===== config.mk =====
export PLATFORM = sky130hd
export DESIGN_NAME = fp_relu_maxpool
export DESIGN_NICKNAME = d
export VERILOG_FILES = /design/src/rtl/fp_pkg.sv /design/src/rtl/pool_line_buffer.sv /design/src/rtl/fp_relu_maxpool.sv
export SDC_FILE = /design/constraint.sdc
export NUM_CORES = 1
export LEC_CHECK = 0
export ABC_AREA = 1
export CELL_PAD_IN_SITES_DETAIL_PLACEMENT = 2
export CELL_PAD_IN_SITES_GLOBAL_PLACEMENT = 2
export CORE_MARGIN = 2
export CORE_UTILIZATION = 30
export CTS_BUF_LIST = sky130_fd_sc_hd__clkbuf_16
export DETAILED_ROUTE_END_ITERATION = 7
export PLACE_DENSITY_LB_ADDON = 0.1
export SLEW_MARGIN = 20
export SYNTH_ARGS = -nofsm -noshare
export SYNTH_HDL_FRONTEND = slang
export SYNTH_SLANG_ARGS = --single-unit

===== constraint.sdc =====
create_clock -name clk -period 11.8 [get_ports clk]
set_input_delay 3.54 -clock clk [delete_from_list [all_inputs] [get_ports clk]]
set_output_delay 3.54 -clock clk [all_outputs]
set_load 0.1 [all_outputs]

===== src/rtl/fp_pkg.sv =====
// Shared FP32 helpers: sign-based ReLU and unsigned max on rectified bit patterns.
package fp_pkg;

    localparam int unsigned FP_W     = 32;
    localparam int unsigned SIGN_BIT = 31;
    localparam logic [FP_W-1:0] FP_ZERO = 32'h0;

    // Any word with the sign bit set (negatives, -0, negative NaN) rectifies to +0.
    function automatic logic [FP_W-1:0] relu32(input logic [FP_W-1:0] x);
        return x[SIGN_BIT] ? FP_ZERO : x;
    endfunction

    // Valid only for non-negative patterns, where integer order matches FP order.
    function automatic logic [FP_W-1:0] umax32(input logic [FP_W-1:0] a,
                                               input logic [FP_W-1:0] b);
        return (a >= b) ? a : b;
    endfunction

endpackage


===== src/rtl/pool_line_buffer.sv =====
// Half-width line buffer holding the even-row pair maxima; synchronous read.
module pool_line_buffer #(
    parameter int unsigned DATA_WIDTH = 32,
    parameter int unsigned DEPTH      = 14,
    parameter int unsigned ADDR_W     = 4
) (
    input  logic                  clk,
    input  logic                  reset,
    input  logic                  we_i,
    input  logic [ADDR_W-1:0]     waddr_i,
    input  logic [DATA_WIDTH-1:0] wdata_i,
    input  logic                  re_i,
    input  logic [ADDR_W-1:0]     raddr_i,
    output logic [DATA_WIDTH-1:0] rdata_o
);

    logic [DATA_WIDTH-1:0] mem_q [DEPTH];
    logic [DATA_WIDTH-1:0] rdata_q;

    // Storage is deliberately not reset; every entry is rewritten each even row.
    always_ff @(posedge clk) begin
        if (we_i) begin
            mem_q[waddr_i] <= wdata_i;
        end
    end

    // Read is launched on the even column so the word is ready for the odd column.
    always_ff @(posedge clk or posedge reset) begin
        if (reset) begin
            rdata_q <= '0;
        end else if (re_i) begin
            rdata_q <= mem_q[raddr_i];
        end
    end

    assign rdata_o = rdata_q;

endmodule


===== src/rtl/fp_relu_maxpool.sv =====
// Streaming FP32 ReLU followed by 2x2/stride-2 max-pool over a raster-order feature map.
module fp_relu_maxpool
    import fp_pkg::*;
#(
    parameter int unsigned DATA_WIDTH = 32,
    parameter int unsigned FMAP_W     = 28,
    parameter int unsigned FMAP_H     = 28
) (
    input  logic                  clk,
    input  logic                  reset,
    input  logic                  in_valid,
    input  logic [DATA_WIDTH-1:0] in_data,
    output logic                  out_valid,
    output logic [DATA_WIDTH-1:0] out_data,
    output logic                  out_last
);

    localparam int unsigned HALF_W = FMAP_W / 2;
    localparam int unsigned COL_W  = (FMAP_W > 2) ? $clog2(FMAP_W) : 1;
    localparam int unsigned ROW_W  = (FMAP_H > 2) ? $clog2(FMAP_H) : 1;
    localparam int unsigned ADDR_W = (HALF_W > 1) ? $clog2(HALF_W) : 1;

    if (DATA_WIDTH != 32 || FMAP_W < 2 || (FMAP_W % 2) != 0 ||
        FMAP_H < 2 || (FMAP_H % 2) != 0) begin : g_bad_params
        $error("fp_relu_maxpool: DATA_WIDTH must be 32 and FMAP_W/FMAP_H even and >= 2");
    end

    logic [COL_W-1:0]      col_q, col_d;
    logic [ROW_W-1:0]      row_q, row_d;
    logic [DATA_WIDTH-1:0] pair_q, pair_d;
    logic                  out_valid_q, out_valid_d;
    logic [DATA_WIDTH-1:0] out_data_q, out_data_d;
    logic                  out_last_q, out_last_d;

    logic                  col_last, row_last, col_odd, row_odd;
    logic [DATA_WIDTH-1:0] relu_v, pair_max, lb_rdata;
    logic [ADDR_W-1:0]     lb_addr;
    logic                  lb_we, lb_re;

    assign col_last = (col_q == COL_W'(FMAP_W - 1));
    assign row_last = (row_q == ROW_W'(FMAP_H - 1));
    assign col_odd  = col_q[0];
    assign row_odd  = row_q[0];
    assign relu_v   = relu32(in_data);
    assign pair_max = umax32(pair_q, relu_v);
    assign lb_addr  = ADDR_W'(col_q >> 1);
    assign lb_we    = in_valid & col_odd & ~row_odd;
    assign lb_re    = in_valid & ~col_odd & row_odd;

    pool_line_buffer #(
        .DATA_WIDTH (DATA_WIDTH),
        .DEPTH      (HALF_W),
        .ADDR_W     (ADDR_W)
    ) u_line_buffer (
        .clk     (clk),
        .reset   (reset),
        .we_i    (lb_we),
        .waddr_i (lb_addr),
        .wdata_i (pair_max),
        .re_i    (lb_re),
        .raddr_i (lb_addr),
        .rdata_o (lb_rdata)
    );

    // Everything advances only on an accepted pixel; gaps hold all state.
    always_comb begin
        col_d       = col_q;
        row_d       = row_q;
        pair_d      = pair_q;
        out_valid_d = 1'b0;
        out_data_d  = out_data_q;
        out_last_d  = 1'b0;
        if (in_valid) begin
            if (col_last) begin
                col_d = '0;
                row_d = row_last ? '0 : row_q + ROW_W'(1);
            end else begin
                col_d = col_q + COL_W'(1);
            end
            if (!col_odd) begin
                pair_d = relu_v;
            end else if (row_odd) begin
                out_valid_d = 1'b1;
                out_data_d  = umax32(pair_max, lb_rdata);
                out_last_d  = row_last & col_last;
            end
        end
    end

    always_ff @(posedge clk or posedge reset) begin
        if (reset) begin
            col_q       <= '0;
            row_q       <= '0;
            pair_q      <= '0;
            out_valid_q <= 1'b0;
            out_data_q  <= '0;
            out_last_q  <= 1'b0;
        end else begin
            col_q       <= col_d;
            row_q       <= row_d;
            pair_q      <= pair_d;
            out_valid_q <= out_valid_d;
            out_data_q  <= out_data_d;
            out_last_q  <= out_last_d;
        end
    end

    assign out_valid = out_valid_q;
    assign out_data  = out_data_q;
    assign out_last  = out_last_q;

endmodule


; ---- Word level (Yosys, flattened, before mapping)
; Memories as Yosys holds them, arrays and structs flattened. A register that Yosys moved wholly into a read port is not among the register bits.
; Index checks and enable logic that the tools add are counted.
[word_totals]
register_bits = 76
ram_bits = 448
elab_cells = 36
memories = 1
in_bits = 35
[mem_list]
columns = memory, words, width, rd, rd_clocked_by_memory_dff, write_ports, line_no
row1 = u_line_buffer.mem_q, 14, 32, 1, 1, 1, pool_line_buffer.sv:17  ; logic [DATA_WIDTH-1:0] mem_q [DEPTH];
[classes]
order_cmp = 2
n_eq_ne = 2
n_reduce_logical = 3
add_sub_neg = 2
mux = 13
bitwise = 7
[op_table]
columns = operator, n
row1 = $mux 32, 2
row2 = $ge 32x31->1, 1
row3 = $ge 32x32->1, 1
row4 = $mux 31, 1
row5 = $add 5x1->5 const B, 2
row6 = $eq 5x5->1 const B, 2
row7 = $mux 5, 2
row8 = $mux 1, 8
row9 = $and 1x1->1, 5
row10 = $reduce_and 2->1, 2
row11 = $reduce_and 3->1, 1
row12 = $not 1->1, 2

; ---- Depth between registers and ports, before layout
[logic_depth]
ltp_word = 5
depth_mapped = 37

; ---- Cells and area by module
; From an unflattened synthesis, not the netlist that was laid out.
[hier_totals]
cells_unflattened = 2593
area_unflattened_um2 = 25404.4
[by_module_without_submodules]
columns = module, n_inst, cells_per_inst, area_per_inst_um2
row1 = pool_line_buffer, 1, 1734, 19588.8
row2 = fp_relu_maxpool, 1, 859, 5815.6

; ---- Worst setup path after synthesis
; Ideal clock, no wire load.
[synth_timing]
kind = input -> register
start = input in_data[31]
end = register out_data_q[0] (netlist: out_data[0])
t_arrival_ns = 6.659
cell_stages = 23
setup_ns = 0.120
required_time_ns = 11.680
n_path_buf = 3
slack_ns = 5.022
cell_sequence = inv_1 clkbuf_1 nand2_1 ha_1 nand2_1 nor3_2 and3_1 nand2_1 nand2_1 buf_4 nand2_1 nand2_1 ha_1 a21o_1 nor2_1 a21oi_1 nor2_1 buf_2 nand4_1 nand2_1 inv_1 nand2_1 nand2_1
[synth_between]
elab_chain_len = 5
[synth_rtl]
columns = item, line_no
row1 = "start, declared", fp_relu_maxpool.sv:12  ; input logic [DATA_WIDTH-1:0] in_data,
row2 = $mux 31 *, fp_pkg.sv:10  ; return x[SIGN_BIT] ? FP_ZERO : x;
row3 = $ge 32x31->1, fp_pkg.sv:16  ; return (a >= b) ? a : b;
row4 = $mux 32 *, fp_pkg.sv:16
row5 = named net pair_max[23], fp_relu_maxpool.sv:36  ; logic [DATA_WIDTH-1:0] relu_v, pair_max, lb_rdata;
row6 = $ge 32x32->1 *, fp_pkg.sv:16
row7 = $mux 32 *, fp_pkg.sv:16
row8 = "end signal, assigned", fp_relu_maxpool.sv:103  ; out_data_q <= out_data_d;
row9 = "end, declared", fp_relu_maxpool.sv:32  ; logic [DATA_WIDTH-1:0] out_data_q, out_data_d;
; Mark *: on every way through the listed nets, which the timed path passes. The rest lies on a longest branch.
; A chain may end at the register's enable or synchronous reset.

; ---- Final worst setup path
[layout_timing]
start = input in_data[31]
end = register out_data_q[25] (netlist: out_data[25])
; The elaborated chain is that of the path after synthesis.

==> flow_metrics.env <==
export IMPL_outcome="finished, final reports clean"
export IMPL_worst_slew_pin_slew_ns=1.077
export IMPL_setup_viol=0
export IMPL_min_period_ns=9.565
export IMPL_place_hpwl_um=46470
export IMPL_final_nets=2113
export IMPL_tns_ns=0
export IMPL_rsz0062_at_grt="no"
export IMPL_antenna_found_initial=0
export IMPL_drt_wirelength_per_cell_um=26.20
export IMPL_chipHeight_um=279.7
export IMPL_hold_buffers=0
export IMPL_areaGrowthSynthToFinish_pct=16.22
export IMPL_yosysMostFrequentCell="nand2_1"
export IMPL_place_congestion=0.7416
export IMPL_cts_tree="built"
export IMPL_core_sq_um=75570
export IMPL_synth_warnings=0
export IMPL_critPathLaunchType="input port"
export IMPL_start_util_pct=30.17
export IMPL_ir_worst_vdd_v=0.0001399
export IMPL_power_leakage_nw=10.14
export IMPL_fin_crit_sh_pct=81.06
export IMPL_dieArea_sq_um=78210
export IMPL_slew_headroom_pct=28.04
export IMPL_p_per_area_nw_per_um2=267.0
export IMPL_cts_sinks=539
export IMPL_wl_um=79790
export IMPL_syn_nets=2044
export IMPL_yosysSeqAreaShare_pct=68.69
export IMPL_clock_tree_root_cell="clkbuf_16"
export IMPL_cts_buffer_depth=3
export IMPL_row_count=101
export IMPL_ys_ff_latch=539
export IMPL_holdCritStartpoint="out_data[12]$_DFFE_PP0P_"
export IMPL_synth_flop_cell="edfxtp_1"
export IMPL_cts_buffers=61
export IMPL_max_cap_violations=0
export IMPL_crit_type="in2reg"
export IMPL_ant_nets=0
export IMPL_avgViaCountPerCell=5.141
export IMPL_n_fill_cell=7884
export IMPL_crit_start="in_data[31]"
export IMPL_total_power_mw=7.073
export IMPL_cts_resized=0
export IMPL_grt_first_pass_wirelength_um=117800
export IMPL_synth_area_leaders="edfxtp_1, dfrtp_1, nand2_1, a22oi_1, ha_1"
export IMPL_crit_arrival_ns=10.08
export IMPL_initialDrtViolationCount=938
export IMPL_die_width_um=279.7
export IMPL_syn_avg_cell_area_sq_um=11.72
export IMPL_cp_required_ns=12.31
export IMPL_final_max_slew_violation_count=0
export IMPL_worst_path_most_repeated_cell="nand2_1"
export IMPL_path_clk_slew_ns=0.06
export IMPL_cp_max_fo=32
export IMPL_slowest_delay_ns=0.72
export IMPL_seq_area_sq_um=15660
export IMPL_insertion_delay_ns=0.66
export IMPL_synth_cells=1945
export IMPL_synth_edf_count=434
export IMPL_dr_pass1_iters=5
export IMPL_clock_skew_ns=0.03506
export IMPL_overflow=0
export IMPL_io_pins=69
export IMPL_timing_rr_start="pair_q[19]$_DFFE_PP0P_"
export IMPL_postCtsSetupBuffers=0
export IMPL_cts_max_level=2
export IMPL_yosysTopAreaCellShare_pct=57.17
export IMPL_worstPathCellList="clkdlybuf4s50_1 > inv_1 > nand2_1 > ha_1 > a21oi_1 > o21ai_0 > nand2_1 > nand2_1 > a21oi_2 > buf_4 > nand2_1 > nand2_1 > nand2_1 > ha_1 > nand2_1 > nor2_1 > nand4_1 > nor2_1 > nand2_1 > nand3_1 > buf_4 > nand3_1 > nand2_1 > nand2_1"
export IMPL_synth_distinct_cells=36
export IMPL_port_buffers=67
export IMPL_multi_input_area_sq_um=6279
export IMPL_cpMaxStageDelayCell="inv_1"
export IMPL_drive_above_1_share_pct=7.499
export IMPL_clock_fmax_mhz=104.6
export IMPL_vias=15660
export IMPL_synth_cell_area_sq_um=22800
export IMPL_worstHoldPathType="reg2reg"
export IMPL_grt_pass1_vias=17170
export IMPL_synth_common_cells="nand2_1, edfxtp_1, a21oi_1"
export IMPL_grt_max_degree=63
export IMPL_grtUsageTotal_pct=20.51
export IMPL_synth_top_area_cell="edfxtp_1"
export IMPL_end_kind="register"
export IMPL_final_hold_violation_count=0
export IMPL_async_flop_share_pct=19.48
export IMPL_drcViolationCount=0
## critical path, delay by kind of cell
family / cells / cell delay (ns)
adder cells (fa/ha/maj): 2 / 0.85
buffers and inverters: 4 / 1.85
AO/OA/AOI/OAI: 3 / 0.36
AND/OR/NAND/NOR: 15 / 3.43
## worst paths after layout
check	to	slack [ns]	cells after the start
max reg2reg	out_data[25]$_DFFE_PP0P_	6.14	21
min reg2reg	out_data[12]$_DFFE_PP0P_	0.49	2
min in group asynchronous	row_q[3]$_DFFE_PP0P_	3.48	2
max	out_data[25]$_DFFE_PP0P_	2.24	24
min	out_data[12]$_DFFE_PP0P_	0.49	2
max in group asynchronous	out_data[30]$_DFFE_PP0P_	6.91	3
## layout make-up
cell class,count,share of cell area [%]
Multi-Input combinational cell,1172,23.70
Clock buffer,62,5.856
Inverter,133,1.903
Tap cell,978,4.619
Antenna cell,1,0.009445
Timing Repair Buffer,107,3.665
Clock inverter,54,1.143
Sequential cell,539,59.11
## registers in the layout (all words and copies together) (netlist names)
signal and cells:
out_valid 1, u_line_buffer.mem_q 434, row_q 5, u_line_buffer.rdata_o 31, pair_q 31, out_last 1
out_data 31, col_q 5
## logic make-up after synthesis
kind of cell    count (synthesis)  synth area share, %
xor+xnor                        2              0.07685
other cells                     1              0.01645
flops                         539                68.69
compound gates                335                9.171
buf+inv                       234                4.303
simple gates                  770                14.23
fa+ha+maj                      64                3.513
## through the flow
stage	instance area, sq um	worst slack, ns	hold WS (ns)	util, %	instances
after floorplan	22800	5.022	0.4958	-	1945
after global placement	24640	1.563	0.4775	32.60	2929
after detailed placement	24640	1.390	0.4774	32.60	2929
after CTS	26490	2.062	0.4934	35.06	3045
after global routing	26490	1.442	0.5201	35.06	3045
final	26490	2.235	0.4858	35.06	3046
## routing by layer
layer,global-route usage [%],vias up,wire (um)
met5,0,-,0
met4,4.182,0,1409
met3,2.502,95,2616
met2,34.99,255,38530
met1,28.09,8240,37240
li1,-,7070,-
## power by group
| part | internal [mW] | switching (mW) |
|---|---|---|
| Combinational | 0.630 | 2.06 |
| Sequential | 2.48 | 0.126 |
| Clock | 0.971 | 0.805 |
| Total | 4.08 | 2.99 |
## cell usage in the layout, fill, tap and decap left out, types with 5 or more instances in the layout
cell / Yosys / layout
nor3_1: 32 / 32
a32oi_1: 6 / 6
a41oi_1: 6 / 6
nand2_1: 470 / 470
nor2_1: 119 / 102
nor4_1: 9 / 9
a22oi_1: 130 / 130
clkbuf_16: 0 / 62
o21ai_0: 38 / 38
ha_1: 64 / 64
clkinv_2: 0 / 13
nor2_4: 2 / 18
clkdlybuf4s50_1: 0 / 67
a21oi_1: 138 / 138
dfrtp_1: 105 / 105
clkinv_1: 1 / 19
o211ai_1: 10 / 10
nor2_2: 4 / 5
inv_2: 7 / 6
nand3_1: 66 / 66
buf_4: 11 / 40
nand4_1: 60 / 60
edfxtp_1: 434 / 434
inv_1: 125 / 144
(Power assumes the default switching activity.)
